--- config.mk ---
export PLATFORM = sky130hd
export DESIGN_NAME = uart_tx_scheduler
export DESIGN_NICKNAME = d
export VERILOG_FILES = /design/src/rtl/uart_tx_scheduler.sv
export SDC_FILE = /design/constraint.sdc
export NUM_CORES = 1
export LEC_CHECK = 0
export CAP_MARGIN = 20
export CORE_MARGIN = 5
export CORE_UTILIZATION = 45
export CTS_CLUSTER_DIAMETER = 150
export DETAILED_ROUTE_END_ITERATION = 7
export PLACE_DENSITY = 0.79
export SLEW_MARGIN = 15
export SYNTH_ARGS = -nofsm -noshare
export SYNTH_HDL_FRONTEND = slang
export SYNTH_SLANG_ARGS = --single-unit
--- constraint.sdc ---
create_clock -name clk -period 4 [get_ports clk]
set_input_delay 0.8 -clock clk [delete_from_list [all_inputs] [get_ports clk]]
set_output_delay 0.8 -clock clk [all_outputs]
set_load 0.05 [all_outputs]
--- src/rtl/uart_tx_scheduler.sv ---
// Round-robin scheduler sharing one 8N1 UART transmit line between NUM_REQ byte sources.
// Baud-rate changes are taken only between frames and restart the external baud generator.
module uart_tx_scheduler #(
   parameter int         NUM_REQ        = 4,
   parameter int         DATA_W         = 8,
   parameter int         GEN_RST_CYCLES = 2,
   parameter logic [1:0] BAUD_DEFAULT   = 2'b10,
   localparam int        GW             = $clog2(NUM_REQ)
) (
   input  logic                      clk,
   input  logic                      reset,
   input  logic                      bclk_in,
   input  logic [NUM_REQ-1:0]        req_valid,
   input  logic [NUM_REQ*DATA_W-1:0] req_data,
   output logic [NUM_REQ-1:0]        req_ready,
   output logic [GW-1:0]             grant_id,
   input  logic                      cfg_valid,
   input  logic [1:0]                cfg_baud_sel,
   output logic                      cfg_ready,
   output logic [1:0]                baud_sel,
   output logic                      gen_rst_n,
   output logic                      tx,
   output logic                      tx_busy,
   output logic                      frame_done
);

   localparam logic [2:0] IDLE  = 3'd0;
   localparam logic [2:0] CFG   = 3'd1;
   localparam logic [2:0] START = 3'd2;
   localparam logic [2:0] DATA  = 3'd3;
   localparam logic [2:0] STOP  = 3'd4;

   localparam int CW = $clog2(DATA_W + 1);
   localparam int RW = $clog2(GEN_RST_CYCLES + 1);

   logic [2:0]        state;
   logic              bclk_d;
   logic              tick;
   logic [GW-1:0]     last_grant;
   logic [GW-1:0]     winner;
   logic [GW-1:0]     cand;
   logic              any_req;
   logic [DATA_W-1:0] shreg;
   logic [CW-1:0]     bit_cnt;
   logic [RW-1:0]     rst_cnt;

   assign tick      = bclk_in & ~bclk_d;
   assign cfg_ready = (state == IDLE);

   // Search upward from the slot after the previous winner, wrapping once.
   always_comb begin
      winner  = '0;
      cand    = '0;
      any_req = 1'b0;
      for (int k = 1; k <= NUM_REQ; k++) begin
         cand = GW'((int'(last_grant) + k) % NUM_REQ);
         if (!any_req && req_valid[cand]) begin
            any_req = 1'b1;
            winner  = cand;
         end
      end
   end

   // A pending baud change outranks every byte request.
   always_comb begin
      req_ready = '0;
      if (state == IDLE && !cfg_valid && any_req)
         req_ready[winner] = 1'b1;
   end

   always_ff @(posedge clk or posedge reset) begin
      if (reset) begin
         state      <= IDLE;
         bclk_d     <= 1'b0;
         tx         <= 1'b1;
         tx_busy    <= 1'b0;
         frame_done <= 1'b0;
         grant_id   <= '0;
         last_grant <= GW'(NUM_REQ - 1);
         baud_sel   <= BAUD_DEFAULT;
         gen_rst_n  <= 1'b0;
         shreg      <= '0;
         bit_cnt    <= '0;
         rst_cnt    <= '0;
      end else begin
         bclk_d     <= bclk_in;
         frame_done <= 1'b0;
         case (state)
            IDLE: begin
               gen_rst_n <= 1'b1;
               if (cfg_valid) begin
                  baud_sel  <= cfg_baud_sel;
                  gen_rst_n <= 1'b0;
                  rst_cnt   <= RW'(GEN_RST_CYCLES);
                  state     <= CFG;
               end else if (any_req) begin
                  shreg      <= req_data[winner*DATA_W +: DATA_W];
                  grant_id   <= winner;
                  last_grant <= winner;
                  tx_busy    <= 1'b1;
                  state      <= START;
               end
            end
            CFG: begin
               if (rst_cnt == RW'(1)) begin
                  gen_rst_n <= 1'b1;
                  rst_cnt   <= '0;
                  state     <= IDLE;
               end else begin
                  rst_cnt <= rst_cnt - RW'(1);
               end
            end
            START: begin
               if (tick) begin
                  tx      <= 1'b0;
                  bit_cnt <= '0;
                  state   <= DATA;
               end
            end
            DATA: begin
               if (tick) begin
                  if (bit_cnt == CW'(DATA_W)) begin
                     tx    <= 1'b1;
                     state <= STOP;
                  end else begin
                     tx      <= shreg[0];
                     shreg   <= {1'b0, shreg[DATA_W-1:1]};
                     bit_cnt <= bit_cnt + CW'(1);
                  end
               end
            end
            STOP: begin
               if (tick) begin
                  tx_busy    <= 1'b0;
                  frame_done <= 1'b1;
                  state      <= IDLE;
               end
            end
            default: state <= IDLE;
         endcase
      end
   end

endmodule

==> run_summary.xml <==
<?xml version="1.0" encoding="UTF-8"?>
<metrics>
  <group name="grt">
    <metric name="grt.total_usage" unit="">0.152</metric>
    <metric name="grt_util_met2" unit="">0.260</metric>
    <metric name="wire_length_of_the_first_global_routing_pass" unit="mm">6.31</metric>
    <metric name="use_met3" unit="">0.0298</metric>
    <metric name="grt.met1_usage" unit="">0.203</metric>
    <metric name="grt_start_max_net_pins" unit="">29</metric>
    <metric name="grt_busiest_layer" unit="">met2</metric>
    <metric name="number_of_global_route_vias_before_repair" unit="">1474</metric>
    <metric name="grt_antenna_before_repair" unit="">0</metric>
    <metric name="grt_overflow" unit="">0</metric>
  </group>
  <group name="place">
    <metric name="place_ws" unit="ns">0.605</metric>
    <metric name="placement.io_buffers" unit="">54</metric>
    <metric name="dp_hpwl" unit="mm">2.91</metric>
    <metric name="gp_routability_congestion" unit="">0.794</metric>
  </group>
  <group name="pwr">
    <metric name="power_frac_comb" unit="">0.556</metric>
    <metric name="sequentialPowerShare" unit="">0.334</metric>
    <metric name="swShare" unit="">0.440</metric>
    <metric name="p_per_area" unit="mW/mm²">681</metric>
    <metric name="p_int" unit="mW">0.885</metric>
    <metric name="pwr-share-clk" unit="">0.110</metric>
    <metric name="power.switching" unit="mW">0.696</metric>
    <metric name="fin_total_pwr" unit="mW">1.58</metric>
    <metric name="vdd_ir_drop_max" unit="mV">0.355</metric>
    <metric name="lkg_pwr" unit="nW">0.992</metric>
  </group>
  <group name="cells_and_area">
    <metric name="drive_above_1_share" unit="">0.106</metric>
    <metric name="layout-area-overhead-vs-synth" unit="%">40.9</metric>
    <metric name="diodes" unit="">0</metric>
    <metric name="fillers" unit="">298</metric>
    <metric name="design.final.nets" unit="">272</metric>
  </group>
  <group name="cts">
    <metric name="cts_hold_buf" unit="">0</metric>
    <metric name="postCtsSetupBuffers" unit="">0</metric>
    <metric name="postCtsResizedCells" unit="">0</metric>
    <metric name="clock_tree.buffer_depth" unit="">2</metric>
    <metric name="cts.sink_count" unit="">28</metric>
    <metric name="cts.htree.levels" unit="">1</metric>
    <metric name="worst_setup_hold_path_clk_slew" unit="ns">0.09</metric>
    <metric name="clock-root-buffer" unit="">clkbuf_8</metric>
    <metric name="cts_inserted_buffers" unit="">3</metric>
    <metric name="clock_insertion_delay_worst_skew" unit="ns">0.27</metric>
    <metric name="tritoncts_clock_tree" unit="">built</metric>
  </group>
  <group name="floorplanning">
    <metric name="coreArea" unit="mm²">0.00361</metric>
    <metric name="initial_core_util" unit="">0.457</metric>
    <metric name="fp.dieArea" unit="mm²">0.00498</metric>
    <metric name="fp.dieH" unit="µm">70.5</metric>
    <metric name="number_of_top_level_pins" unit="">55</metric>
    <metric name="die_w" unit="µm">70.5</metric>
    <metric name="num_rows" unit="">22</metric>
  </group>
  <group name="drt">
    <metric name="route.final.wire_length" unit="mm">3.73</metric>
    <metric name="drt_iter0_drc" unit="">110</metric>
    <metric name="route.detailed.vias_per_inst" unit="">5.41</metric>
    <metric name="vias" unit="">1481</metric>
    <metric name="ant_nets" unit="">0</metric>
    <metric name="drc" unit="">0</metric>
    <metric name="wl_per_cell" unit="µm">13.6</metric>
    <metric name="drt_pre_antenna_iters" unit="">4</metric>
  </group>
  <group name="logic_synthesis">
    <metric name="netlist-cell-type-count" unit="">42</metric>
    <metric name="synth_fp_nets" unit="">220</metric>
    <metric name="ys_ff_latch" unit="">28</metric>
    <metric name="per_instance_average_area_after_synthesis" unit="µm²">9.42</metric>
    <metric name="prevailing_post_synth_register_cell" unit="">dfrtp_1</metric>
    <metric name="syn-cell-area" unit="mm²">0.00165</metric>
    <metric name="post-synth-top-count-cell" unit="">dfrtp_1</metric>
    <metric name="ys.warnings.count" unit="">0</metric>
    <metric name="ys_seq_area_frac" unit="">0.428</metric>
    <metric name="synth_common_cells" unit="">24 x dfrtp_1, 19 x nor2_1, 13 x nand2_1</metric>
    <metric name="post-synth-top-area-cell" unit="">dfrtp_1</metric>
    <metric name="netlist_instances" unit="">175</metric>
    <metric name="ys_async_rst_share" unit="">1.00</metric>
    <metric name="synth_top_area_frac" unit="">0.364</metric>
    <metric name="synth_edf_count" unit="">0</metric>
    <metric name="synth.area.top_cells" unit="">dfrtp_1 36%, dfstp_2 6.4%, nor2_1 4.3%</metric>
  </group>
  <group name="setup_path">
    <metric name="timing.critical_path.arrival" unit="ns">2.59</metric>
    <metric name="crit_start" unit="">req_valid[1]</metric>
    <metric name="reg_to_reg_critical_path_startpoint" unit="">state[0]</metric>
    <metric name="worst_path_dominant_cell_family" unit="">buffers and inverters</metric>
    <metric name="critPathCaptureType" unit="">output port</metric>
    <metric name="critical_path_peak_fanout" unit="">8</metric>
    <metric name="path_cells" unit="">clkdlybuf4s50_1 &gt; or2_1 &gt; a221o_4 &gt; nor2_1 &gt; and2_1 &gt; buf_12</metric>
    <metric name="critical_path.max_stage_delay" unit="ns">0.52</metric>
    <metric name="crit_path_top_delay_cell" unit="">clkdlybuf4s50_1</metric>
    <metric name="worst_ep_required_time" unit="ns">3.20</metric>
    <metric name="setup.worst_path.start_class" unit="">input port</metric>
    <metric name="worstSetupPathType" unit="">input port to output port</metric>
    <metric name="worstPathBufferInverterCount" unit="">2</metric>
  </group>
  <group name="timing">
    <metric name="final_hold_viol_count" unit="">0</metric>
    <metric name="min_period_over_period" unit="">0.848</metric>
    <metric name="setup_repair_after_global_routing_missed_its_margin" unit="">no</metric>
    <metric name="final.setup_skew" unit="ns">0.00299</metric>
    <metric name="max_slew_margin" unit="">0.598</metric>
    <metric name="report.final.slew_viol_count" unit="">0</metric>
    <metric name="max_clock_freq" unit="MHz">295</metric>
    <metric name="setup_viol" unit="">0</metric>
    <metric name="fin_crit" unit="ns">3.39</metric>
    <metric name="setup_slack" unit="ns">0.609</metric>
    <metric name="timing_worst_slew_pin_value" unit="ns">0.603</metric>
    <metric name="tns" unit="ns">0</metric>
  </group>
  <group name="worst_hold_path">
    <metric name="timing.hold.worst.start" unit="">shreg[0]</metric>
    <metric name="min_path_type" unit="">flop to flop</metric>
  </group>
  <group name="run">
    <metric name="maximum_capacitance_violations" unit="">0</metric>
  </group>
  <group name="status">
    <metric name="status" unit="">completed</metric>
  </group>
</metrics>
==> placed cells by master, fill, tap and decap left out, drive strengths merged, types with 5 or more instances in the layout <==
master         netlist  final
mux2                 7      7
nand2               13     13
buf                  6      6
nor2b                8      8
dfrtp               24     24
clkdlybuf4s50        0     50
a22o                 6      6
nor3                 6      6
inv                  7      7
and2                 7      7
nor2                19     19
a21oi                7      7
a211oi               5      5
o21ai               13     13
==> cell type report <==
cell class | count | area, µm² | share of cell area
Multi-Input combinational cell | 131 | 881 | 0.379
Sequential cell | 28 | 706 | 0.304
Timing Repair Buffer | 56 | 596 | 0.256
Tap cell | 48 | 60.1 | 0.0258
Clock buffer | 4 | 55.1 | 0.0237
Inverter | 7 | 26.3 | 0.0113
==> power groups by stage <==
stage / combinational (mW) / clock (mW) / sequential [mW]
after floorplan: 0.552 / 0 / 0.607
after global placement: 0.868 / 0 / 0.529
after detailed placement: 0.885 / 0 / 0.531
after CTS: 0.886 / 0.178 / 0.528
after global routing: 0.960 / 0.190 / 0.548
final: 0.879 / 0.174 / 0.528
==> flip-flops by register name (all words and copies together) (netlist names) <==
signal	count
grant_id	2
bclk_d	1
frame_done	1
shreg	8
state	3
bit_cnt	4
tx_busy	1
gen_rst_n	1
baud_sel	2
last_grant	2
tx	1
rst_cnt	2
==> metrics by stage <==
stage                     instance area (µm²)   util  std cells  hold slack, ns
after floorplan                          1650      -        175           0.449
after global placement                   2270  0.629        270           0.462
after detailed placement                 2270  0.629        270           0.467
after CTS                                2320  0.644        274           0.490
after global routing                     2320  0.644        274           0.509
final                                    2320  0.644        274           0.487
==> worst min-delay path, cell delays in order (launching register included) <==
cell and delay, ns:
dfrtp_1 0.36, nand2_1 0.05, o31ai_1 0.05
==> routing by layer <==
layer	up-vias	part of all wire
li1	736	-
met1	693	0.46
met2	48	0.47
met3	4	0.066
met4	0	0.0078
met5	-	0
==> cell families (layout without fill, tap and decap cells) <==
logic type	count (synthesis)	count (layout)	share of synthesized area
compound gates	48	48	0.209
flops	28	28	0.428
xor+xnor	2	2	0.0106
fa+ha+maj	3	3	0.0228
simple gates	67	67	0.209
buf+inv	16	67	0.0410
mux	11	11	0.0797
==> final timing paths <==
| kind | to | slack, ns | cells past startpoint |
|---|---|---|---|
| max reg2reg | shreg[5] | 1.86 | 6 |
| min | shreg[0] | 0.49 | 2 |
| max | req_ready[2] | 0.61 | 6 |
| min reg2reg | shreg[0] | 0.49 | 2 |
| min in group asynchronous | bit_cnt[3] | 0.90 | 2 |
| max in group asynchronous | baud_sel[1] | 2.72 | 2 |
No activity file was read; power rests on OpenSTA's default activity.
